--- src/rtl/axi_rd_arbiter.sv ---
// Two-port round-robin arbiter onto a single AXI4 read master (AR/R channels).
// One burst outstanding at a time; R beats are routed to the owner and checked for count/ID/RLAST consistency.
module axi_rd_arbiter #(
    parameter int C_M_AXI_ADDR_WIDTH      = 32,
    parameter int C_M_AXI_DATA_WIDTH      = 32,
    parameter int C_M_AXI_THREAD_ID_WIDTH = 1,
    parameter int C_M_AXI_ARUSER_WIDTH    = 1,
    parameter int C_M_AXI_RUSER_WIDTH     = 1
) (
    input  logic                               ACLK,
    input  logic                               ARESETN,
    input  logic                               R0_REQ,
    input  logic [C_M_AXI_ADDR_WIDTH-1:0]      R0_ADDR,
    input  logic [7:0]                         R0_LEN,
    output logic                               R0_ACK,
    output logic                               R0_VALID,
    output logic [C_M_AXI_DATA_WIDTH-1:0]      R0_DATA,
    output logic                               R0_LAST,
    output logic                               R0_ERR,
    input  logic                               R1_REQ,
    input  logic [C_M_AXI_ADDR_WIDTH-1:0]      R1_ADDR,
    input  logic [7:0]                         R1_LEN,
    output logic                               R1_ACK,
    output logic                               R1_VALID,
    output logic [C_M_AXI_DATA_WIDTH-1:0]      R1_DATA,
    output logic                               R1_LAST,
    output logic                               R1_ERR,
    output logic                               PROTO_ERR,
    output logic                               BUSY,
    output logic [C_M_AXI_THREAD_ID_WIDTH-1:0] M_AXI_ARID,
    output logic [C_M_AXI_ADDR_WIDTH-1:0]      M_AXI_ARADDR,
    output logic [7:0]                         M_AXI_ARLEN,
    output logic [2:0]                         M_AXI_ARSIZE,
    output logic [1:0]                         M_AXI_ARBURST,
    output logic                               M_AXI_ARLOCK,
    output logic [3:0]                         M_AXI_ARCACHE,
    output logic [2:0]                         M_AXI_ARPROT,
    output logic [3:0]                         M_AXI_ARQOS,
    output logic [C_M_AXI_ARUSER_WIDTH-1:0]    M_AXI_ARUSER,
    output logic                               M_AXI_ARVALID,
    input  logic                               M_AXI_ARREADY,
    input  logic [C_M_AXI_THREAD_ID_WIDTH-1:0] M_AXI_RID,
    input  logic [C_M_AXI_DATA_WIDTH-1:0]      M_AXI_RDATA,
    input  logic [1:0]                         M_AXI_RRESP,
    input  logic                               M_AXI_RLAST,
    input  logic [C_M_AXI_RUSER_WIDTH-1:0]     M_AXI_RUSER,
    input  logic                               M_AXI_RVALID,
    output logic                               M_AXI_RREADY
);

    typedef enum logic [1:0] {IDLE, ADDR, DATA} state_t;

    state_t                          state_q, state_d;
    logic                            owner_q, last_owner_q, grant;
    logic [C_M_AXI_ADDR_WIDTH-1:0]   addr_q;
    logic [7:0]                      len_q;
    logic [8:0]                      cnt_q;
    logic                            perr_q, perr_set, any_req, beat_acc;

    assign any_req = R0_REQ | R1_REQ;
    // On a tie the port that did not own the previous burst wins.
    assign grant   = (R0_REQ & R1_REQ) ? ~last_owner_q : R1_REQ;
    assign beat_acc = (state_q == DATA) & M_AXI_RVALID;

    always_comb begin
        state_d = state_q;
        case (state_q)
            IDLE:    if (any_req) state_d = ADDR;
            ADDR:    if (M_AXI_ARREADY) state_d = DATA;
            DATA:    if (M_AXI_RVALID && M_AXI_RLAST) state_d = IDLE;
            default: state_d = IDLE;
        endcase
    end

    assign perr_set = (beat_acc && M_AXI_RLAST && cnt_q != {1'b0, len_q})
                    | (beat_acc && !M_AXI_RLAST && cnt_q == {1'b0, len_q})
                    | (beat_acc && M_AXI_RID != M_AXI_ARID)
                    | (M_AXI_RVALID && state_q != DATA);

    always_ff @(posedge ACLK or negedge ARESETN) begin
        if (!ARESETN) begin
            state_q      <= IDLE;
            owner_q      <= 1'b0;
            last_owner_q <= 1'b1;
            addr_q       <= '0;
            len_q        <= '0;
            cnt_q        <= '0;
            perr_q       <= 1'b0;
        end else begin
            state_q <= state_d;
            if (state_q == IDLE) begin
                cnt_q <= '0;
                if (any_req) begin
                    owner_q      <= grant;
                    last_owner_q <= grant;
                    addr_q       <= grant ? R1_ADDR : R0_ADDR;
                    len_q        <= grant ? R1_LEN  : R0_LEN;
                end
            end else if (beat_acc) begin
                cnt_q <= cnt_q + 9'd1;
            end
            if (perr_set) perr_q <= 1'b1;
        end
    end

    // ARVALID comes straight from the state register, so it is glitch-free and stable until handshake.
    assign M_AXI_ARVALID = (state_q == ADDR);
    assign M_AXI_ARADDR  = addr_q;
    assign M_AXI_ARLEN   = len_q;
    assign M_AXI_ARID    = C_M_AXI_THREAD_ID_WIDTH'(owner_q);
    assign M_AXI_ARSIZE  = 3'($clog2(C_M_AXI_DATA_WIDTH / 8));
    assign M_AXI_ARBURST = 2'b01;
    assign M_AXI_ARLOCK  = 1'b0;
    assign M_AXI_ARCACHE = 4'b0011;
    assign M_AXI_ARPROT  = 3'b000;
    assign M_AXI_ARQOS   = 4'b0000;
    assign M_AXI_ARUSER  = '0;
    assign M_AXI_RREADY  = (state_q == DATA);

    assign R0_ACK   = M_AXI_ARVALID & M_AXI_ARREADY & ~owner_q;
    assign R1_ACK   = M_AXI_ARVALID & M_AXI_ARREADY &  owner_q;
    assign R0_VALID = beat_acc & ~owner_q;
    assign R1_VALID = beat_acc &  owner_q;
    assign R0_DATA  = M_AXI_RDATA;
    assign R1_DATA  = M_AXI_RDATA;
    assign R0_LAST  = R0_VALID & M_AXI_RLAST;
    assign R1_LAST  = R1_VALID & M_AXI_RLAST;
    assign R0_ERR   = R0_VALID & M_AXI_RRESP[1];
    assign R1_ERR   = R1_VALID & M_AXI_RRESP[1];

    assign PROTO_ERR = perr_q;
    assign BUSY      = (state_q != IDLE);

    logic unused_sig;
    assign unused_sig = &{1'b0, M_AXI_RRESP[0], M_AXI_RUSER};

endmodule

--- config.mk ---
export PLATFORM = sky130hd
export DESIGN_NAME = axi_rd_arbiter
export DESIGN_NICKNAME = d
export VERILOG_FILES = /design/src/rtl/axi_rd_arbiter.sv
export SDC_FILE = /design/constraint.sdc
export NUM_CORES = 1
export LEC_CHECK = 0
export CELL_PAD_IN_SITES_DETAIL_PLACEMENT = 1
export CELL_PAD_IN_SITES_GLOBAL_PLACEMENT = 2
export CORE_MARGIN = 2
export CORE_UTILIZATION = 20
export CTS_BUF_LIST = sky130_fd_sc_hd__clkbuf_8
export DETAILED_ROUTE_END_ITERATION = 6
export PLACE_DENSITY_LB_ADDON = 0.1
export SYNTH_ARGS = -nofsm -noshare
export SYNTH_HDL_FRONTEND = slang
export SYNTH_SLANG_ARGS = --single-unit
--- constraint.sdc ---
create_clock -name ACLK -period 2.25 [get_ports ACLK]
set_input_delay 0.225 -clock ACLK [delete_from_list [all_inputs] [get_ports ACLK]]
set_output_delay 0.225 -clock ACLK [all_outputs]
set_load 0.02 [all_outputs]
# Word-level counts from Yosys, hierarchy flattened
# Cells that the tools add are included.
[totals] regBits=54 input_bits=123 out_inout_bits=135
[op_classes] add_sub_neg=1 n_eq_ne=9 n_mux=9 bitwise=17 n_reduce_logical=13
[ops] operator="32-bit 2-to-1 mux" count=1
[ops] operator="9-bit 2-to-1 mux" count=2
[ops] operator="1-bit bitwise AND" count=11
[ops] operator="9-bit by 1-bit adder with 9-bit output (second input constant)" count=1
[ops] operator="9-bit by 8-bit equality test with 1-bit output" count=1
[ops] operator="9-bit by 8-bit != test with 1-bit output" count=1
[ops] operator="8-bit 2-to-1 mux" count=1
[ops] operator="1-bit logical AND" count=7
[ops] operator="2-bit 2-to-1 mux" count=3
[ops] operator="2-bit one-hot mux with 3 select lines" count=1
[ops] operator="2-bit by 1-bit != test with 1-bit output (second input constant)" count=2
[ops] operator="2-bit != test (second input constant)" count=2
[ops] operator="1-bit bitwise OR" count=4
[ops] operator="2-bit nonzero test" count=2
[ops] operator="3-bit AND reduction" count=1
[ops] operator="2-bit by 1-bit equality test with 1-bit output (second input constant)" count=1
[ops] operator="2-bit equality test (second input constant)" count=1
[ops] operator="2-bit zero test" count=1
[ops] operator="1-bit NOT" count=2
[ops] operator="2-bit AND reduction" count=1
[ops] operator="1-bit zero test" count=1
[ops] operator="1-bit 2-to-1 mux" count=1
[ops] operator="1-bit != test" count=1

# Logic depth before layout (Yosys ltp)
[depth] ltp_word=7 mapped_depth=7

# Worst setup path before layout
# No wires, ideal clock.
[synth_timing] kind="register to output" start="reg state_q[0]" end="out R0_ERR" arrival_time_ns=1.379 slack_ns=0.646 stages_incl_launch_ff=5 n_path_buf=1 path_cell_list="dfrtp_1 -> nand3b_1 -> buf_2 -> nor2_1 -> and2_1"
[synth_between] elab_chain_cells=4
[synth_lines] item="start: declaration" line="53" source="state_t state_q, state_d;"
[synth_lines] item="start signal: assignment" line="90" source="state_q <= state_d;"
[synth_lines] item="2-bit equality test" line="63" source="assign beat_acc = (state_q == DATA) & M_AXI_RVALID;"
[synth_lines] item="1-bit bitwise AND" line="63"
[synth_lines] item="1-bit bitwise AND" line="122" source="assign R0_VALID = beat_acc & ~owner_q;"
[synth_lines] item="net R0_VALID" line="16" source="output logic R0_VALID,"
[synth_lines] item="1-bit bitwise AND" line="128" source="assign R0_ERR = R0_VALID & M_AXI_RRESP[1];"
[synth_lines] item="end: declaration" line="19" source="output logic R0_ERR,"
# The timed path passes the listed nets, and every way through them passes these cells.

# Final worst setup path
[layout_timing] start="reg state_q[0]" end="out R0_ACK"
[layout_between] elab_chain_cells=3
[layout_lines] item="2-bit by 1-bit equality test with 1-bit output" line="107" source="assign M_AXI_ARVALID = (state_q == ADDR);"
[layout_lines] item="1-bit bitwise AND (2 in a row)" line="120" source="assign R0_ACK = M_AXI_ARVALID & M_AXI_ARREADY & ~owner_q;"
[layout_lines] item="end: declaration" line="15" source="output logic R0_ACK,"
# Every way passes these cells.

==> flow_summary_export.csv <==
group,metric,value,unit
run_status,outcome,"complete, no violations",
timing,worst_slack,0.1844,ns
job,maxCapViolCount,0,
clock_network,numClockSinks,54,
worst_hold_path,hold_path_class,"primary input to async pin",
clock_network,cts_inserted_buffers,5,
timing,min_period,2.066,ns
critical_path,cp.required,2.03,ns
timing,fin_tns_setup,0,ns
synth,synth_area,0.003495,mm²
cells_and_area,fillCellCount,1969,
grt,grt_pass1_vias,2643,
synth,synthCells,355,
grt,overflow,0,
synth,synth_top_flop_cell,"dfrtp_1",
clock_network,cts_tree,"yes",
timing,final-setup-viol-count,0,
pwr,irDropWorstVdd,0.0003307,V
critical_path,cp.arrival,1.84,ns
synth,synth_area_leader_cell,"dfrtp_1",
die,ios,258,
grt,grt_util_all_layers,0.1015,
synth,synth_seq_cells,54,
cells_and_area,final_core_util,0.2728,
synth,ys_seq_area_frac,0.3870,
cells_and_area,nets,554,
cells_and_area,syn_to_final_growth,34.09,%
timing,fin_crit_sh,0.9180,
die,rows,48,
die,chipHeight,136.2,µm
drt,dr.first_iter.drc_count,44,
pwr,fin_total_pwr,5.263,mW
synth,synth_cell_type_count,39,
placed_design,io_buffers,141,
grt,grt_start_max_net_pins,35,
drt,drc,0,
timing,fin_skew,0.01447,ns
grt,antenna_found_initial,0,
synth,synth_edf_count,0,
critical_path,worstSetupPathType,"register to output port",
synth,async_reset_ff_frac,1.000,
drt,antenna_left,0,
timing,tightest_slew,0.5283,ns
timing,slew_headroom,0.6470,
pwr,p_leak,1.912,nW
clock_network,path_clk_slew,0.11,ns
clock_network,worstSkewPairLatency,0.33,ns
clock_network,cts_htree_levels,2,
synth,synth_top_area_share,0.3795,
cells_and_area,antenna-diode-count,0,
drt,wl_per_cell,14.21,µm
timing,hold_violations,0,
drt,num_vias,2551,
drt,finalWirelength,9322,µm
die,dieWidth,136.2,µm
cells_and_area,final_cell_mix,"clkdlybuf4s50_1, dfrtp_1, nor2_1, mux2i_1, a21oi_2",
critical_path,endpoint_kind,"output port",
drt,first_pass_iters,3,
timing,rsz0062_at_grt,"false",
grt,grt_pass1_wl,14330,µm
cells_and_area,drive_gt1_frac,0.1299,
placed_design,globalplace.congestion,0.6777,
clock_network,clockBufferDepth,2,
clock_network,clockRootBuffer,"clkbuf_8",
synth,netlist_top_cells_area,"dfrtp_1, buf_4, mux2i_1, a21oi_2, nor2_1",
synth,syn_avg_cell_area,9.844,µm²
placed_design,pre_cts_ws,0.2256,ns
timing,max_freq,0.4841,GHz
synth,yosys_warnings,0,
critical_path,worstPathMaxFanout,5,
clock_network,cts_setup_buffers,0,
drt,avgViaCountPerCell,3.889,
die,core_area,0.01718,mm²
placed_design,dp_hpwl,7378,µm
cells_and_area,final_common_cell,"clkdlybuf4s50_1",
clock_network,cts_resized,0,
die,start_util,0.2035,
die,dieArea,0.01855,mm²
timing,drv_slew,0,
pwr,powerDensity,1123,mW/mm²
timing,holdWs,0.2113,ns
critical_path,cp-start-kind,"register",
-- logic make-up (layout without fill, tap and decap cells) --
family	Yosys count	after routing	share of synthesized area
compound gates	55	55	0.1164
buf+inv	101	161	0.2213
simple gates	88	88	0.1182
other cells	2	18	0.002149
fa+ha+maj	1	1	0.003580
xor+xnor	11	11	0.02757
mux	43	43	0.1239
flops	54	54	0.3870
-- power breakdown --
group          leakage, nW  total (mW)  switching (mW)  internal (mW)
Sequential           0.621        1.67           0.288           1.38
Clock               0.0493       0.570           0.353          0.217
Combinational         1.24        3.03            1.62           1.40
Total                 1.91        5.26            2.26           3.00
-- synthesized netlist by cell type, drive strengths merged, types with 2 or more instances --
library cell   n
a21oi         43
and2           3
and3           4
buf           98
conb           2
dfrtp         53
inv            2
mux2           2
mux2i         41
nand2         11
nand3          6
nand4          2
nor2          52
nor3           3
o21ai          6
xnor2          2
xor2           9
-- sequential cells by signal, indices dropped and copies added (netlist names) --
signal,cells
state_q,2
last_owner_q,1
M_AXI_ARADDR,32
M_AXI_ARID,1
cnt_q,9
M_AXI_ARLEN,8
PROTO_ERR,1
-- per-stage QoR --
step | cell area, µm² | instances
2_1_floorplan | 3555 | 371
3_5_place_dp | 4589 | 647
4_1_cts | 4686 | 656
6_report | 4686 | 656
5_1_grt | 4686 | 656
3_3_place_gp | 4589 | 647
-- metal layers --
metal / global-route usage / up-vias / wire length (µm)
met4: 0.03935 / 0 / 172
met3: 0.05630 / 20 / 1187
met2: 0.1583 / 103 / 4181
met1: 0.1157 / 1194 / 3780
li1: - / 1234 / -
met5: 0 / - / 0
-- timing repair --
action,in CTS,in global routing
hold endpoints to repair,53,0
endpoints found under the setup margin,0,0
hold buffers,1,0
-- worst paths after layout --
| kind | from | end | slack [ns] | cells after the start |
|---|---|---|---|---|
| max | state_q[0] | R0_ACK | 0.18 | 4 |
| min | ARESETN | M_AXI_ARADDR[5] | 0.21 | 2 |
| max reg2reg | state_q[0] | M_AXI_ARADDR[24] | 0.49 | 6 |
| min reg2reg | cnt_q[8] | cnt_q[8] | 0.48 | 1 |
| max in group asynchronous | ARESETN | last_owner_q | 1.43 | 3 |
| min in group ACLK | M_AXI_RDATA[25] | R0_DATA[25] | 0.45 | 0 |
-- critical path, stage by stage, from the launching register on --
cell,delay (ns)
dfrtp_1,0.41
nor2b_1,0.29
nand2_1,0.12
nor2_1,0.10
clkdlybuf4s50_1,0.61
-- final cells by class --
class | instances | area, µm² | area share
clock inverters | 3 | 17.52 | 0.003738
inverters | 2 | 7.507 | 0.001602
multi-input cells | 216 | 1436 | 0.3065
well taps | 225 | 281.5 | 0.06008
repair buffers | 151 | 1521 | 0.3247
flip-flops and latches | 54 | 1353 | 0.2887
clock buffers | 5 | 68.82 | 0.01469
No activity file was read; power rests on OpenSTA's default activity.
